**config.mk**
```make
export PLATFORM = sky130hd
export DESIGN_NAME = alu_cmd_sequencer_flat
export DESIGN_NICKNAME = d
export VERILOG_FILES = /design/src/rtl/alu_pkg.sv /design/src/rtl/alu_cmd_sequencer_if.sv /design/src/rtl/alu_cmd_fifo.sv /design/src/rtl/alu_cmd_sequencer.sv /design/src/flat_wrapper.sv
export SDC_FILE = /design/constraint.sdc
export NUM_CORES = 1
export LEC_CHECK = 0
export BUFFER_PORTS_ARGS = -buffer_cell sky130_fd_sc_hd__buf_4
export CAP_MARGIN = 20
export CORE_MARGIN = 8
export CORE_UTILIZATION = 65
export DETAILED_ROUTE_END_ITERATION = 8
export PLACE_DENSITY = 0.88
export SLEW_MARGIN = 10
export SYNTH_ARGS = -nofsm -noshare
export SYNTH_HDL_FRONTEND = slang
export SYNTH_SLANG_ARGS = --single-unit
```
**constraint.sdc**
```tcl
create_clock -name clk -period 11.8 [get_ports clk]
set_input_delay 1.18 -clock clk [delete_from_list [all_inputs] [get_ports clk]]
set_output_delay 1.18 -clock clk [all_outputs]
set_load 0.005 [all_outputs]
```
**src/rtl/alu_pkg.sv**
```systemverilog
// Shared ALU encodings, decode function and per-command control bundle for the
// ALU command sequencer.
package alu_pkg;

  typedef enum logic [2:0] {
    ALU_ADD = 3'b000,
    ALU_SUB = 3'b001,
    ALU_AND = 3'b010,
    ALU_OR  = 3'b011,
    ALU_SLT = 3'b101
  } alu_ctrl_e;

  typedef enum logic [1:0] {
    ALUOP_MEM    = 2'b00,
    ALUOP_BRANCH = 2'b01,
    ALUOP_RTYPE  = 2'b10,
    ALUOP_RSVD   = 2'b11
  } alu_op_e;

  localparam logic [2:0] F3_ADDSUB = 3'b000;
  localparam logic [2:0] F3_SLT    = 3'b010;
  localparam logic [2:0] F3_OR     = 3'b110;
  localparam logic [2:0] F3_AND    = 3'b111;

  // Decoded control carried with every command; the operands are added by the
  // top level, where their width is known.
  typedef struct packed {
    alu_ctrl_e control;
    logic      illegal;
  } alu_ctl_t;

  function automatic alu_ctl_t alu_decode(input logic [1:0] aluop,
                                          input logic [2:0] funct3,
                                          input logic       funct7b5,
                                          input logic       opb5);
    alu_ctl_t d;
    d.control = ALU_ADD;
    d.illegal = 1'b0;
    case (aluop)
      ALUOP_MEM:    d.control = ALU_ADD;
      ALUOP_BRANCH: d.control = ALU_SUB;
      ALUOP_RTYPE: begin
        case (funct3)
          F3_ADDSUB: d.control = (opb5 && funct7b5) ? ALU_SUB : ALU_ADD;
          F3_SLT:    d.control = ALU_SLT;
          F3_OR:     d.control = ALU_OR;
          F3_AND:    d.control = ALU_AND;
          default:   d.illegal = 1'b1;
        endcase
      end
      default: d.illegal = 1'b1;
    endcase
    return d;
  endfunction

endpackage

```
**src/rtl/alu_cmd_sequencer_if.sv**
```systemverilog
// Command-in and result-out handshake bundle of the ALU command sequencer.
interface alu_cmd_sequencer_if #(
  parameter int WIDTH = 32
);
  logic             in_valid;
  logic             in_ready;
  logic [WIDTH-1:0] in_a;
  logic [WIDTH-1:0] in_b;
  logic [1:0]       in_aluop;
  logic [2:0]       in_funct3;
  logic             in_funct7b5;
  logic             in_opb5;

  logic             out_valid;
  logic             out_ready;
  logic [WIDTH-1:0] out_result;
  logic [2:0]       out_alu_control;
  logic             out_zero;
  logic             out_neg;
  logic             out_carry;
  logic             out_ovf;
  logic             out_err;

  modport slave (
    input  in_valid, in_a, in_b, in_aluop, in_funct3, in_funct7b5, in_opb5, out_ready,
    output in_ready, out_valid, out_result, out_alu_control,
           out_zero, out_neg, out_carry, out_ovf, out_err
  );

  modport master (
    output in_valid, in_a, in_b, in_aluop, in_funct3, in_funct7b5, in_opb5, out_ready,
    input  in_ready, out_valid, out_result, out_alu_control,
           out_zero, out_neg, out_carry, out_ovf, out_err
  );
endinterface

```
**src/rtl/alu_cmd_fifo.sv**
```systemverilog
// Synchronous DEPTH-entry FIFO of an arbitrary packed entry type; a push into a
// full FIFO is dropped even when a pop happens in the same cycle.
module alu_cmd_fifo #(
  parameter int  DEPTH   = 2,
  parameter type entry_t = logic [7:0],
  localparam int PW      = $clog2(DEPTH),
  localparam int CW      = $clog2(DEPTH + 1)
) (
  input  logic          clk,
  input  logic          rst_n,
  input  logic          push,
  input  entry_t        wr_data,
  input  logic          pop,
  output entry_t        rd_data,
  output logic          full,
  output logic          empty,
  output logic [CW-1:0] count
);

  entry_t        mem_q [DEPTH];
  logic [PW-1:0] wr_ptr_q, wr_ptr_d;
  logic [PW-1:0] rd_ptr_q, rd_ptr_d;
  logic [CW-1:0] count_q, count_d;
  logic          do_push, do_pop;

  assign full    = (count_q == CW'(DEPTH));
  assign empty   = (count_q == '0);
  assign count   = count_q;
  assign rd_data = mem_q[rd_ptr_q];

  always_comb begin
    // NOTE: every always_comb output gets a default first so no path can infer a latch.
    wr_ptr_d = wr_ptr_q;
    rd_ptr_d = rd_ptr_q;
    do_push  = push && !full;
    do_pop   = pop && !empty;
    // DEPTH is a power of two, so natural pointer overflow is the modulo wrap.
    if (do_push) wr_ptr_d = wr_ptr_q + PW'(1);
    if (do_pop)  rd_ptr_d = rd_ptr_q + PW'(1);
    count_d = count_q + CW'(do_push) - CW'(do_pop);
  end

  always_ff @(posedge clk or negedge rst_n) begin
    if (!rst_n) begin
      // NOTE: non-blocking assignments in clocked blocks keep all flops updating from pre-edge values.
      wr_ptr_q <= '0;
      rd_ptr_q <= '0;
      count_q  <= '0;
    end else begin
      wr_ptr_q <= wr_ptr_d;
      rd_ptr_q <= rd_ptr_d;
      count_q  <= count_d;
    end
  end

  // NOTE: storage is deliberately not reset; the count guards against reading stale entries.
  always_ff @(posedge clk) begin
    if (do_push) mem_q[wr_ptr_q] <= wr_data;
  end

endmodule

```
**src/rtl/alu_cmd_sequencer.sv**
```systemverilog
// ALU command front-end: decodes at push, buffers in a FIFO, executes the head
// command into a held output register and counts completed result handshakes.
module alu_cmd_sequencer
  import alu_pkg::*;
#(
  parameter int WIDTH = 32,
  parameter int DEPTH = 2
) (
  input  logic               clk,
  input  logic               rst_n,
  alu_cmd_sequencer_if.slave bus,
  output logic [15:0]        op_count
);

  localparam int CW = $clog2(DEPTH + 1);

  typedef struct packed {
    logic [WIDTH-1:0] a;
    logic [WIDTH-1:0] b;
    alu_ctl_t         ctl;
  } cmd_t;

  typedef struct packed {
    logic [WIDTH-1:0] result;
    logic [2:0]       control;
    logic             zero;
    logic             neg;
    logic             carry;
    logic             ovf;
    logic             err;
  } res_t;

  cmd_t          push_cmd, head_cmd;
  logic          fifo_push, fifo_full, fifo_empty, load;
  logic [CW-1:0] fifo_count;
  logic [WIDTH:0] sum, diff;
  logic          ovf_add, ovf_sub;
  res_t          exec;
  res_t          res_q, res_d;
  logic          out_valid_q, out_valid_d;
  logic [15:0]   op_count_q, op_count_d;

  always_comb begin
    push_cmd.a   = bus.in_a;
    push_cmd.b   = bus.in_b;
    push_cmd.ctl = alu_decode(bus.in_aluop, bus.in_funct3, bus.in_funct7b5, bus.in_opb5);
  end

  assign bus.in_ready = (fifo_count < CW'(DEPTH));
  assign fifo_push    = bus.in_valid && !fifo_full;

  alu_cmd_fifo #(
    .DEPTH   (DEPTH),
    .entry_t (cmd_t)
  ) u_fifo (
    .clk     (clk),
    .rst_n   (rst_n),
    .push    (fifo_push),
    .wr_data (push_cmd),
    .pop     (load),
    .rd_data (head_cmd),
    .full    (fifo_full),
    .empty   (fifo_empty),
    .count   (fifo_count)
  );

  // One shared adder pair; SLT reuses the subtract's sign and overflow.
  always_comb begin
    sum     = {1'b0, head_cmd.a} + {1'b0, head_cmd.b};
    diff    = {1'b0, head_cmd.a} + {1'b0, ~head_cmd.b} + {{WIDTH{1'b0}}, 1'b1};
    ovf_add = (head_cmd.a[WIDTH-1] == head_cmd.b[WIDTH-1]) &&
              (sum[WIDTH-1] != head_cmd.a[WIDTH-1]);
    ovf_sub = (head_cmd.a[WIDTH-1] != head_cmd.b[WIDTH-1]) &&
              (diff[WIDTH-1] != head_cmd.a[WIDTH-1]);
    exec = '0;
    case (head_cmd.ctl.control)
      ALU_ADD: begin
        exec.result = sum[WIDTH-1:0];
        exec.carry  = sum[WIDTH];
        exec.ovf    = ovf_add;
      end
      ALU_SUB: begin
        exec.result = diff[WIDTH-1:0];
        exec.carry  = diff[WIDTH];
        exec.ovf    = ovf_sub;
      end
      ALU_AND: exec.result = head_cmd.a & head_cmd.b;
      ALU_OR:  exec.result = head_cmd.a | head_cmd.b;
      ALU_SLT: exec.result = {{(WIDTH-1){1'b0}}, diff[WIDTH-1] ^ ovf_sub};
      default: exec.result = '0;
    endcase
    if (head_cmd.ctl.illegal) begin
      exec      = '0;
      exec.zero = 1'b1;
      exec.err  = 1'b1;
    end else begin
      exec.control = head_cmd.ctl.control;
      exec.zero    = (exec.result == '0);
      exec.neg     = exec.result[WIDTH-1];
    end
  end

  always_comb begin
    load        = !fifo_empty && (!out_valid_q || bus.out_ready);
    res_d       = res_q;
    out_valid_d = out_valid_q;
    op_count_d  = op_count_q + 16'(out_valid_q && bus.out_ready);
    if (load) begin
      res_d       = exec;
      out_valid_d = 1'b1;
    end else if (bus.out_ready) begin
      out_valid_d = 1'b0;
    end
  end

  always_ff @(posedge clk or negedge rst_n) begin
    if (!rst_n) begin
      res_q       <= '0;
      out_valid_q <= 1'b0;
      op_count_q  <= '0;
    end else begin
      res_q       <= res_d;
      out_valid_q <= out_valid_d;
      op_count_q  <= op_count_d;
    end
  end

  assign bus.out_valid       = out_valid_q;
  assign bus.out_result      = res_q.result;
  assign bus.out_alu_control = res_q.control;
  assign bus.out_zero        = res_q.zero;
  assign bus.out_neg         = res_q.neg;
  assign bus.out_carry       = res_q.carry;
  assign bus.out_ovf         = res_q.ovf;
  assign bus.out_err         = res_q.err;
  assign op_count            = op_count_q;

endmodule

```
**src/flat_wrapper.sv**
```systemverilog
// flat-port wrapper written by rule: the top's interface ports become plain ports
module alu_cmd_sequencer_flat import alu_pkg::*;
#(
  parameter int WIDTH = 32,
  parameter int DEPTH = 2
)
  (clk, rst_n, op_count, bus_in_valid, bus_in_a, bus_in_b, bus_in_aluop, bus_in_funct3, bus_in_funct7b5, bus_in_opb5, bus_out_ready, bus_in_ready, bus_out_valid, bus_out_result, bus_out_alu_control, bus_out_zero, bus_out_neg, bus_out_carry, bus_out_ovf, bus_out_err);
  alu_cmd_sequencer_if #(.WIDTH(WIDTH)) bus_i ();
  input  logic clk;
  input  logic rst_n;
  output logic [15:0] op_count;
  input wire logic [$bits(bus_i.in_valid)-1:0] bus_in_valid;
  input wire logic [$bits(bus_i.in_a)-1:0] bus_in_a;
  input wire logic [$bits(bus_i.in_b)-1:0] bus_in_b;
  input wire logic [$bits(bus_i.in_aluop)-1:0] bus_in_aluop;
  input wire logic [$bits(bus_i.in_funct3)-1:0] bus_in_funct3;
  input wire logic [$bits(bus_i.in_funct7b5)-1:0] bus_in_funct7b5;
  input wire logic [$bits(bus_i.in_opb5)-1:0] bus_in_opb5;
  input wire logic [$bits(bus_i.out_ready)-1:0] bus_out_ready;
  output wire logic [$bits(bus_i.in_ready)-1:0] bus_in_ready;
  output wire logic [$bits(bus_i.out_valid)-1:0] bus_out_valid;
  output wire logic [$bits(bus_i.out_result)-1:0] bus_out_result;
  output wire logic [$bits(bus_i.out_alu_control)-1:0] bus_out_alu_control;
  output wire logic [$bits(bus_i.out_zero)-1:0] bus_out_zero;
  output wire logic [$bits(bus_i.out_neg)-1:0] bus_out_neg;
  output wire logic [$bits(bus_i.out_carry)-1:0] bus_out_carry;
  output wire logic [$bits(bus_i.out_ovf)-1:0] bus_out_ovf;
  output wire logic [$bits(bus_i.out_err)-1:0] bus_out_err;
  assign bus_i.in_valid = bus_in_valid;
  assign bus_i.in_a = bus_in_a;
  assign bus_i.in_b = bus_in_b;
  assign bus_i.in_aluop = bus_in_aluop;
  assign bus_i.in_funct3 = bus_in_funct3;
  assign bus_i.in_funct7b5 = bus_in_funct7b5;
  assign bus_i.in_opb5 = bus_in_opb5;
  assign bus_i.out_ready = bus_out_ready;
  assign bus_in_ready = bus_i.in_ready;
  assign bus_out_valid = bus_i.out_valid;
  assign bus_out_result = bus_i.out_result;
  assign bus_out_alu_control = bus_i.out_alu_control;
  assign bus_out_zero = bus_i.out_zero;
  assign bus_out_neg = bus_i.out_neg;
  assign bus_out_carry = bus_i.out_carry;
  assign bus_out_ovf = bus_i.out_ovf;
  assign bus_out_err = bus_i.out_err;
  alu_cmd_sequencer #(.WIDTH(WIDTH), .DEPTH(DEPTH)) u_core (.clk(clk), .rst_n(rst_n), .bus(bus_i), .op_count(op_count));
endmodule
```
==> flow_summary_export.csv, run 1 <==
group,metric,value,unit
status,status,"complete, no violations",
timing,fin_crit_sh,58.54,%
synthesis,synth-seq-cells,196,
clock_tree,post_cts_buffers,0,
synthesis,synth_ff_type,"edfxtp_1",
synthesis,syn-num-nets,1420,
timing,drv_slew,0,
floorplan,fp.dieH,155.5,um
cells_and_area,fin_nets,1522,
routing,remaining_drc_errors,0,
global_routing,antenna_found_initial,0,
setup_path,path_max_fanout,44,
floorplan,dieWidth,155.5,um
timing,rsz0062_at_grt,"false",
timing,worst_pin_slew,1.046,ns
routing,wl_per_cell,21.16,um
routing,vias_per_cell,6.517,
hold_path,hp-class,"reg2reg",
clock_tree,h-tree-depth,4,
setup_path,path_class,"reg2reg",
synthesis,async_flop_share,30.61,%
synthesis,ys_seq_area_share,44.14,%
placement,dp_hpwl,24600,um
routing,firstDrtPassIters,8,
clock_tree,root_buffer,"clkbuf_16",
clock_tree,cts_sinks,196,
timing,layout_setup_ws,4.892,ns
pwr,leakage,0.006330,uW
synthesis,synth-simple-area-share,11.05,%
synthesis,synth_xor_area_share,1.799,%
timing,clock_skew,0.01156,ns
global_routing,grt_overflow,0,
placement,portBuffers,132,
placement,placed_cell_area,13850,um^2
timing,finalSetupTns,0,ns
cells_and_area,drive_above_1_share,15.64,%
setup_path,max_stage_delay,0.85,ns
routing,num_vias,10480,
timing,max_freq,144.8,MHz
synthesis,yosys_warnings,0,
setup_path,critPathSlowestCell,"dfrtp_4",
synthesis,synth_cell_types,82,
routing,wl,34030,um
setup_path,end_kind,"register",
routing,drtIter0Drc,1167,
cells_and_area,nFillCells,1373,
global_routing,grt_pass1_vias,10230,
global_routing,grt_first_pass_wirelength,54110,um
synthesis,postSynthCellCount,1228,
cells_and_area,syn2layout_area_growth,14.16,%
setup_path,critical_path_arrival,7.29,ns
synthesis,synthMuxAreaShare,5.576,%
setup_path,cp_data_required_time,12.18,ns
timing,max_slew_margin,28.27,%
global_routing,grt_max_degree,69,
floorplan,die_area,24190,um^2
floorplan,fp.coreArea,19270,um^2
clock_tree,cts_hold_buf,0,
clock_tree,cts_inserted_buffers,17,
cells_and_area,utilization,74.96,%
floorplan,io_pins,133,
clock_tree,postCtsResizedCells,0,
timing,period_needed,6.908,ns
pwr,vdd.ir_drop.worst,0.1790,mV
job,cap_violations,0,
placement,gp_congestion,0.9419,
placement,post-place-ws,5.119,ns
clock_tree,clkSlewWorstSetupHoldPaths,0.08,ns
synthesis,synth_fa_ha_area_share,11.75,%
global_routing,gr-usage-all-layers,27.97,%
clock_tree,clk_path_buf_depth,2,
setup_path,startpoint_type,"register",
cells_and_area,insertedDiodeCount,0,
clock_tree,clk_latency,0.44,ns
timing,hold_viol_final,0,
synthesis,synthesis.area,12650,um^2
pwr,powerDensity,314.1,nW/um^2
timing,setup_viol,0,
synthesis,synth_top_family_by_area,"compound AO/OA/AOI/OAI gates",
clock_tree,cts_tree,"built",
floorplan,num_rows,51,
synthesis,synth_area_per_cell,10.31,um^2
synthesis,synth-compound-area-share,20.52,%
routing,drtAntennaViolNets,0,
setup_path,crit_path_cell_trace,"buf_4 > mux2i_1 > ha_1 > nor2_1 > o311ai_1 > a211oi_1 > a211oi_1 > o21ai_0 > a21oi_1 > o21bai_1 > a21oi_1 > o21bai_1 > fa_1 > o2bb2ai_1 > o221ai_1 > nand4_1 > nor4_1 > nand4b_1 > or3_1 > or4_1 > nor4_1 > a41o_1",
cells_and_area,final_area,14450,um^2
floorplan,initial_utilization,65.67,%
synthesis,synth_edf_count,136,
-- synthesized netlist by cell type (all sizes together), types with 6 or more instances --
cell type	n	share of area [%]
nand3	25	0.99
o221ai	10	0.69
edfxtp	136	32
a211o	7	0.48
nand2b	15	0.74
or2	7	0.35
and3	9	0.44
o21ai	67	2.7
nor3	18	0.71
nand4	6	0.30
a311oi	6	0.42
a21oi	72	2.9
a31o	6	0.42
ha	114	11
nor2b	14	0.69
xnor2	21	1.5
a21o	19	1.1
and2	8	0.40
a2111oi	6	0.66
nand2	78	2.3
o31ai	14	0.83
nor2	78	2.3
a31oi	13	0.64
a221oi	7	0.53
a221o	10	0.79
nor4	11	0.59
a22o	16	1.1
o21bai	15	0.92
a211oi	25	1.5
o211ai	18	1.1
clkbuf	38	1.1
dfrtp	60	12
mux2i	69	5.5
buf	22	0.93
inv	105	3.1
-- worst paths after layout --
path                                              to  slack (ns)                      start  cells past startpoint
setup reg to reg                 u_core.bus.out_zero        4.89     u_core.u_fifo.rd_ptr_q                     22
hold reg to reg            u_core.bus.out_result[19]        0.49  u_core.bus.out_result[19]                      2
hold / removal             u_core.bus.out_result[19]        0.49  u_core.bus.out_result[19]                      2
max in group asynchronous     u_core.u_fifo.rd_ptr_q       10.46                      rst_n                      1
setup / recovery                 u_core.bus.out_zero        4.89     u_core.u_fifo.rd_ptr_q                     22
min in group asynchronous         u_core.op_count[4]        0.80                      rst_n                      1
-- critical path, delay by kind of cell (launching register included) --
kind,cells,cell delay [ns]
flops,1,0.85
mux,1,0.46
buf+inv,1,0.65
compound gates,11,2.34
fa+ha+maj,2,0.51
simple gates,7,1.91
-- power breakdown --
part,total (uW),internal (uW),switching (uW)
clock network,591,297,295
logic,2890,1060,1840
registers,1060,937,119
-- layout make-up --
class | instances | area (um^2) | share of cell area (%)
multi-input cells | 867 | 6460 | 44.72
flip-flops and latches | 196 | 5589 | 38.69
repair buffers | 143 | 1074 | 7.431
clock buffers | 18 | 450.4 | 3.118
inverters | 105 | 394.1 | 2.728
well taps | 265 | 331.6 | 2.295
clock inverters | 14 | 147.6 | 1.022
-- layout by cell type (no fill, tap or decap), types with 12 or more instances in the layout --
cell and count:
buf_4 143, edfxtp_1 136, ha_1 114, inv_1 105, nand2_1 78, nor2_1 76
a21oi_1 71, mux2i_1 69, o21ai_0 62, dfrtp_1 59, nand3_1 25, a211oi_1 24
xnor2_1 21, nor3_1 18, o211ai_1 18, a21o_1 18, clkbuf_16 18, a22o_1 16
nand2b_1 15, nor2b_1 14, o21bai_1 14, o31ai_1 14, a31oi_1 12
-- stage by stage --
stage	hold WS [ns]	total power, uW	instances
3_3_place_gp	0.4649	3799	1576
6_report	0.4896	4537	1608
5_1_grt	0.5062	4825	1608
3_5_place_dp	0.4742	3853	1576
2_1_floorplan	0.4681	3055	1228
4_1_cts	0.4904	4468	1608
-- routing by layer --
metal | vias up | track usage (%) | wire length [um]
met3 | 82 | 4.848 | 3187
met5 | - | 0 | 0
met1 | 5018 | 37.06 | 13960
met4 | 0 | 9.704 | 817
li1 | 4770 | - | -
met2 | 610 | 45.72 | 16060
-- sequential cells by signal, summed over array words and instances (netlist names), 2 cells and up --
name	count
u_core.bus.out_alu_control	3
u_core.bus.out_result	31
u_core.op_count	16
u_core.u_fifo.count	2
u_core.u_fifo.mem_q	136
-- cells by family (layout without fill, tap and decap cells) --
group / after synthesis / in the layout
flops: 196 / 196
mux: 70 / 70
compound gates: 365 / 365
buf+inv: 165 / 280
fa+ha+maj: 117 / 117
simple gates: 289 / 289
xor+xnor: 26 / 26
No activity file was read; power rests on OpenSTA's default activity.
==> run 2, diff against run 1 <==
ABC_AREA = 1   (was unset)
CORE_UTILIZATION = 61   (was 65)
PLACE_DENSITY = 0.83   (was 0.88)
clock period = 7.03 ns   (was 11.8 ns; I/O delays follow)
==> run 2 against run 1 <==
Flip-flop and latch count stayed put. Critical path depth stayed put. Sequential share of layout area is 2.6 points lower.
==> flow_summary_export.csv, run 2 <==
group,metric,value,unit
floorplan,die_area,27640,um^2
timing,clock_skew,0.01348,ns
synthesis,synth_top_family_by_area,"simple AND/OR/NAND/NOR gates",
floorplan,fp.coreArea,22430,um^2
routing,remaining_drc_errors,0,
cells_and_area,fin_nets,2092,
synthesis,synth_fa_ha_area_share,10.79,%
setup_path,path_class,"reg2reg",
synthesis,synth_area_per_cell,7.643,um^2
setup_path,cp_data_required_time,7.40,ns
routing,drtAntennaViolNets,0,
synthesis,synth-compound-area-share,9.812,%
clock_tree,clk_latency,0.45,ns
clock_tree,postCtsResizedCells,0,
cells_and_area,layout_commonest_cell,"nand2_1",
cells_and_area,insertedDiodeCount,0,
placement,portBuffers,132,
clock_tree,post_cts_buffers,0,
floorplan,fp.dieH,166.3,um
clock_tree,cts_inserted_buffers,17,
synthesis,synth_cell_types,40,
timing,hold_viol_final,0,
clock_tree,clkSlewWorstSetupHoldPaths,0.08,ns
job,cap_violations,0,
global_routing,grt_max_degree,70,
timing,fin_crit_sh,66.17,%
synthesis,synth-seq-cells,196,
global_routing,grt_overflow,0,
cells_and_area,final_cell_mix,"nand2_1, inv_1, nor2_1",
clock_tree,cts_hold_buf,0,
synthesis,synth_edf_count,136,
global_routing,grt_first_pass_wirelength,66890,um
clock_tree,root_buffer,"clkbuf_16",
clock_tree,cts_sinks,196,
placement,dp_hpwl,33620,um
setup_path,crit_top_cell,"nand3_1",
cells_and_area,largest-register,"u_core.u_fifo.mem_q",
floorplan,dieWidth,166.3,um
hold_path,hp-class,"in2async",
routing,wl,43670,um
timing,worst_pin_slew,1.005,ns
global_routing,grt_pass1_vias,12120,
synthesis,yosys.area.top_type,"edfxtp_1",
synthesis,ys_seq_area_share,40.56,%
cells_and_area,largest_register_ffs,136,
synthesis,synthesis.area,13770,um^2
synthesis,synth-simple-area-share,26.84,%
setup_path,max_stage_delay,0.51,ns
floorplan,num_rows,55,
global_routing,antenna_found_initial,1,
routing,drtIter0Drc,1399,
synthesis,synthMuxAreaShare,0,%
routing,vias_per_cell,5.768,
timing,max_freq,215.0,MHz
clock_tree,cts_tree,"built",
setup_path,end_kind,"register",
routing,num_vias,12680,
status,status,"complete, no violations",
clock_tree,h-tree-depth,4,
timing,drv_slew,0,
synthesis,synth_area_leaders,"edfxtp_1, nand2_1, dfrtp_1",
setup_path,r2r_slack,2.38,ns
cells_and_area,syn2layout_area_growth,12.47,%
timing,period_needed,4.652,ns
routing,firstDrtPassIters,6,
setup_path,crit_path_cell_trace,"inv_2 > buf_16 > or2_2 > o21ai_0 > ha_1 > nor2_1 > nand3_1 > nand3_1 > nand2_1 > nand3_1 > nand2_1 > nand2_1 > a21oi_1 > o21ai_0 > fa_1 > a221oi_2 > nand3_1 > nor2_1 > nand2_1 > nor2_1 > nand3_1 > a21oi_1",
cells_and_area,drive_above_1_share,13.12,%
synthesis,async_flop_share,30.61,%
timing,setup_viol,0,
synthesis,postSynthCellCount,1802,
synthesis,yosys_warnings,0,
synthesis,synth_xor_area_share,1.272,%
routing,wl_per_cell,19.87,um
setup_path,startpoint_type,"register",
clock_tree,clk_path_buf_depth,2,
floorplan,initial_utilization,61.39,%
synthesis,syn-num-nets,1994,
synthesis,synth.top_cell.area_share,29.65,%
setup_path,critPathSlowestCell,"fa_1",
setup_path,path_max_fanout,40,
timing,finalSetupTns,0,ns
synthesis,synth_common_cells,"nand2_1, inv_1, nor2_1",
timing,max_slew_margin,32.98,%
setup_path,critical_path_arrival,5.02,ns
placement,gp_congestion,1.032,
synthesis,yosysMostFrequentCell,"nand2_1",
timing,rsz0062_at_grt,"false",
synthesis,synth_ff_type,"edfxtp_1",
global_routing,gr-usage-all-layers,31.00,%
floorplan,io_pins,133,
run 2: cell types whose count changed after synthesis, moves of 20 or more:
cell | previous run | this run
nand3_1 | 25 | 144
mux2i_1 | 69 | 0
nand4_1 | 6 | 28
inv_1 | 105 | 313
a211oi_1 | 25 | 0
or2_2 | 5 | 65
o21ai_0 | 62 | 96
buf_2 | 13 | 33
nor2_1 | 78 | 149
nand2_1 | 78 | 443
run 2: cell type report:
type                    count  area, um^2
clock buffers              17       425.4
flip-flops and latches    196        5587
repair buffers            139        1064
multi-input cells        1229        6730
inverters                 317        1190
clock inverters            15       137.6
well taps                 285       356.6
fillers                  1862        6944
run 2: metrics by stage:
step | hold slack [ns] | setup slack, ns | utilization, % | cells | instance area [um^2]
after global placement | 0.4596 | 2.343 | 66.41 | 2165 | 14900
final | 0.2909 | 2.378 | 69.05 | 2198 | 15490
after global routing | 0.3664 | 1.979 | 69.05 | 2198 | 15490
after detailed placement | 0.4586 | 2.260 | 66.41 | 2165 | 14900
after floorplan | 0.4074 | 2.786 | - | 1802 | 13770
after CTS | 0.3197 | 2.201 | 68.92 | 2197 | 15460
run 2: cell families after synthesis:
group / count (synthesis)
buffers and inverters: 377
and+or+nand+nor: 859
xor gates and xnor gates: 20
adders and majority gates: 117
DFF: 196
AOI/OAI and AO/OA: 233
run 2: worst paths after layout:
kind                                        start                          to  cells past startpoint
min reg2reg                   u_core.op_count[15]         u_core.op_count[15]                      1
max in group asynchronous                   rst_n      u_core.u_fifo.rd_ptr_q                      1
max                        u_core.u_fifo.rd_ptr_q         u_core.bus.out_zero                     22
max reg2reg                u_core.u_fifo.rd_ptr_q         u_core.bus.out_zero                     22
min                                         rst_n    u_core.bus.out_result[1]                      1
min in group clk                     bus_in_a[25]  u_core.u_fifo.mem_q[1][61]                      1
run 2: metal layers:
layer / vias up / GRT usage, % / share of wire (%)
met1: 5930 / 41.20 / 42
met4: 2 / 11.52 / 3.5
li1: 5955 / - / -
met2: 688 / 49.66 / 45
met5: - / 0 / 0.030
met3: 104 / 6.085 / 9.9
run 2: critical path, delay by kind of cell, from the launching register on:
family / cells / cell delay, ns
AO/OA/AOI/OAI: 5 / 0.85
adder cells (fa/ha/maj): 2 / 0.98
buffers and inverters: 2 / 0.64
flip-flops: 1 / 0.43
AND/OR/NAND/NOR: 13 / 1.65
Power of run 2 is not shown: default switching activity piles up to over one toggle a cycle in this logic, so the estimate is an artifact.
==> run 3, diff against run 2 <==
CORE_UTILIZATION = 55   (was 61)
PLACE_DENSITY = 0.79   (was 0.83)
clock period = 4.07 ns   (was 7.03 ns; I/O delays follow)
==> run 3 against run 2 <==
Register-to-register slack got worse by 2.2 ns. Via count rose by 0.17%. Design area rose by 6.5%. Count of clock-buffer cells in the layout rose by 2. Utilization fell by 2.8 points.
==> flow_summary_export.csv, run 3 (synthesis results as in run 2) <==
group,metric,value,unit
timing,layout_setup_ws,0.1759,ns
timing,max_slew_margin,33.32,%
clock_tree,clk_path_buf_depth,2,
floorplan,fp.dieH,174.2,um
routing,remaining_drc_errors,0,
setup_path,end_kind,"register",
routing,drtAntennaViolNets,0,
timing,setup_viol,0,
floorplan,initial_utilization,55.33,%
timing,period_needed,3.894,ns
placement,post-place-ws,0.01462,ns
floorplan,io_pins,133,
timing,hold_viol_final,0,
routing,num_vias,12700,
cells_and_area,final_cell_mix,"nand2_1, inv_1, buf_4",
cells_and_area,nFillCells,2061,
setup_path,startpoint_type,"register",
timing,max_freq,256.8,MHz
global_routing,grt_pass1_vias,12170,
floorplan,die_area,30360,um^2
cells_and_area,layout_commonest_cell,"nand2_1",
hold_path,hp-class,"in2async",
routing,wl_per_cell,17.63,um
setup_path,path_class,"reg2reg",
setup_path,max_stage_delay,0.49,ns
global_routing,grt_max_degree,69,
clock_tree,cts_inserted_buffers,17,
floorplan,fp.coreArea,24890,um^2
clock_tree,cts_tree,"built",
setup_path,cp_data_required_time,4.41,ns
status,status,"complete, no violations",
timing,worst_pin_slew,0.9898,ns
global_routing,antenna_found_initial,0,
setup_path,critPathSlowestCell,"fa_1",
clock_tree,clk_latency,0.45,ns
clock_tree,h-tree-depth,4,
cells_and_area,largest-register,"u_core.u_fifo.mem_q",
job,cap_violations,0,
global_routing,grt_first_pass_wirelength,63880,um
routing,drtIter0Drc,1588,
cells_and_area,syn2layout_area_growth,19.80,%
setup_path,path_max_fanout,20,
placement,dp_hpwl,32160,um
placement,portBuffers,132,
timing,drv_slew,0,
cells_and_area,fin_nets,2188,
setup_path,critical_path_arrival,4.23,ns
cells_and_area,largest_register_ffs,136,
floorplan,num_rows,58,
routing,wl,41230,um
timing,clock_skew,0.01187,ns
global_routing,grt_overflow,0,
cells_and_area,drive_above_1_share,19.16,%
placement,placed_cell_area,15550,um^2
setup_path,crit_path_cell_trace,"clkinv_4 > clkbuf_16 > or2_2 > o21ai_1 > inv_1 > ha_1 > o21bai_1 > nand2_1 > nand2_1 > inv_1 > nand2_1 > a21oi_2 > nand2_2 > a21oi_4 > o21ai_2 > fa_1 > a221oi_2 > nand3_1 > buf_4 > buf_4 > a22o_1",
floorplan,dieWidth,174.2,um
clock_tree,root_buffer,"clkbuf_16",
setup_path,crit_top_cell,"nand2_1",
clock_tree,cts_sinks,196,
setup_path,timing.critical_path.max_delay_family,"compound AO/OA/AOI/OAI gates",
cells_and_area,insertedDiodeCount,0,
timing,rsz0062_at_grt,"true",
global_routing,gr-usage-all-layers,26.42,%
clock_tree,clkSlewWorstSetupHoldPaths,0.08,ns
placement,gp_congestion,1.004,
routing,firstDrtPassIters,6,
cells_and_area,final_area,16500,um^2
timing,finalSetupTns,0,ns
timing,fin_crit_sh,95.68,%
routing,vias_per_cell,5.430,
setup_path,crit_buf_inv,6,
run 3: repair_timing:
item / CTS / global route
setup endpoints to repair: 1 / 3
gates resized for setup: 1 / 86
pin swaps: 0 / 22
hold buffers: 0 / 0
gates cloned: 0 / 1
setup buffers: 0 / 20
run 3: layer usage:
metal	vias up	wire length (um)	GRT usage, %
met4	0	1068	9.084
met5	-	0	0
met2	558	18780	41.96
met1	5912	17580	35.64
li1	6161	-	-
met3	70	3804	5.012
run 3: cell type report:
cell class	count	area, um^2	area share (%)
Multi-Input combinational cell	1229	6892	41.77
Sequential cell	196	5587	33.86
Timing Repair Buffer	235	1819	11.03
Inverter	317	1195	7.243
Clock buffer	19	432.9	2.624
Tap cell	330	412.9	2.503
Clock inverter	13	160.2	0.9707
run 3: worst paths after layout:
kind / cells after the start / end / slack, ns / from
max: 21 / u_core.bus.out_neg / 0.18 / u_core.u_fifo.rd_ptr_q
min: 1 / u_core.bus.out_result[0] / 0.02 / rst_n
max reg2reg: 21 / u_core.bus.out_neg / 0.18 / u_core.u_fifo.rd_ptr_q
min reg2reg: 1 / u_core.op_count[15] / 0.47 / u_core.op_count[15]
max in group asynchronous: 1 / u_core.u_fifo.rd_ptr_q / 3.51 / rst_n
min in group clk: 1 / u_core.u_fifo.mem_q[1][55] / 0.14 / bus_in_a[19]
run 3: stage by stage:
step           utilization, %  hold WS, ns  std cells
6_report                66.28      0.01983       2339
5_1_grt                 66.28      0.09328       2339
4_1_cts                 64.87      0.05918       2318
3_5_place_dp            62.48       0.4628       2286
3_3_place_gp            62.48       0.4600       2286
2_1_floorplan               -       0.1114       1802
Power of run 3 is left out for the same reason.
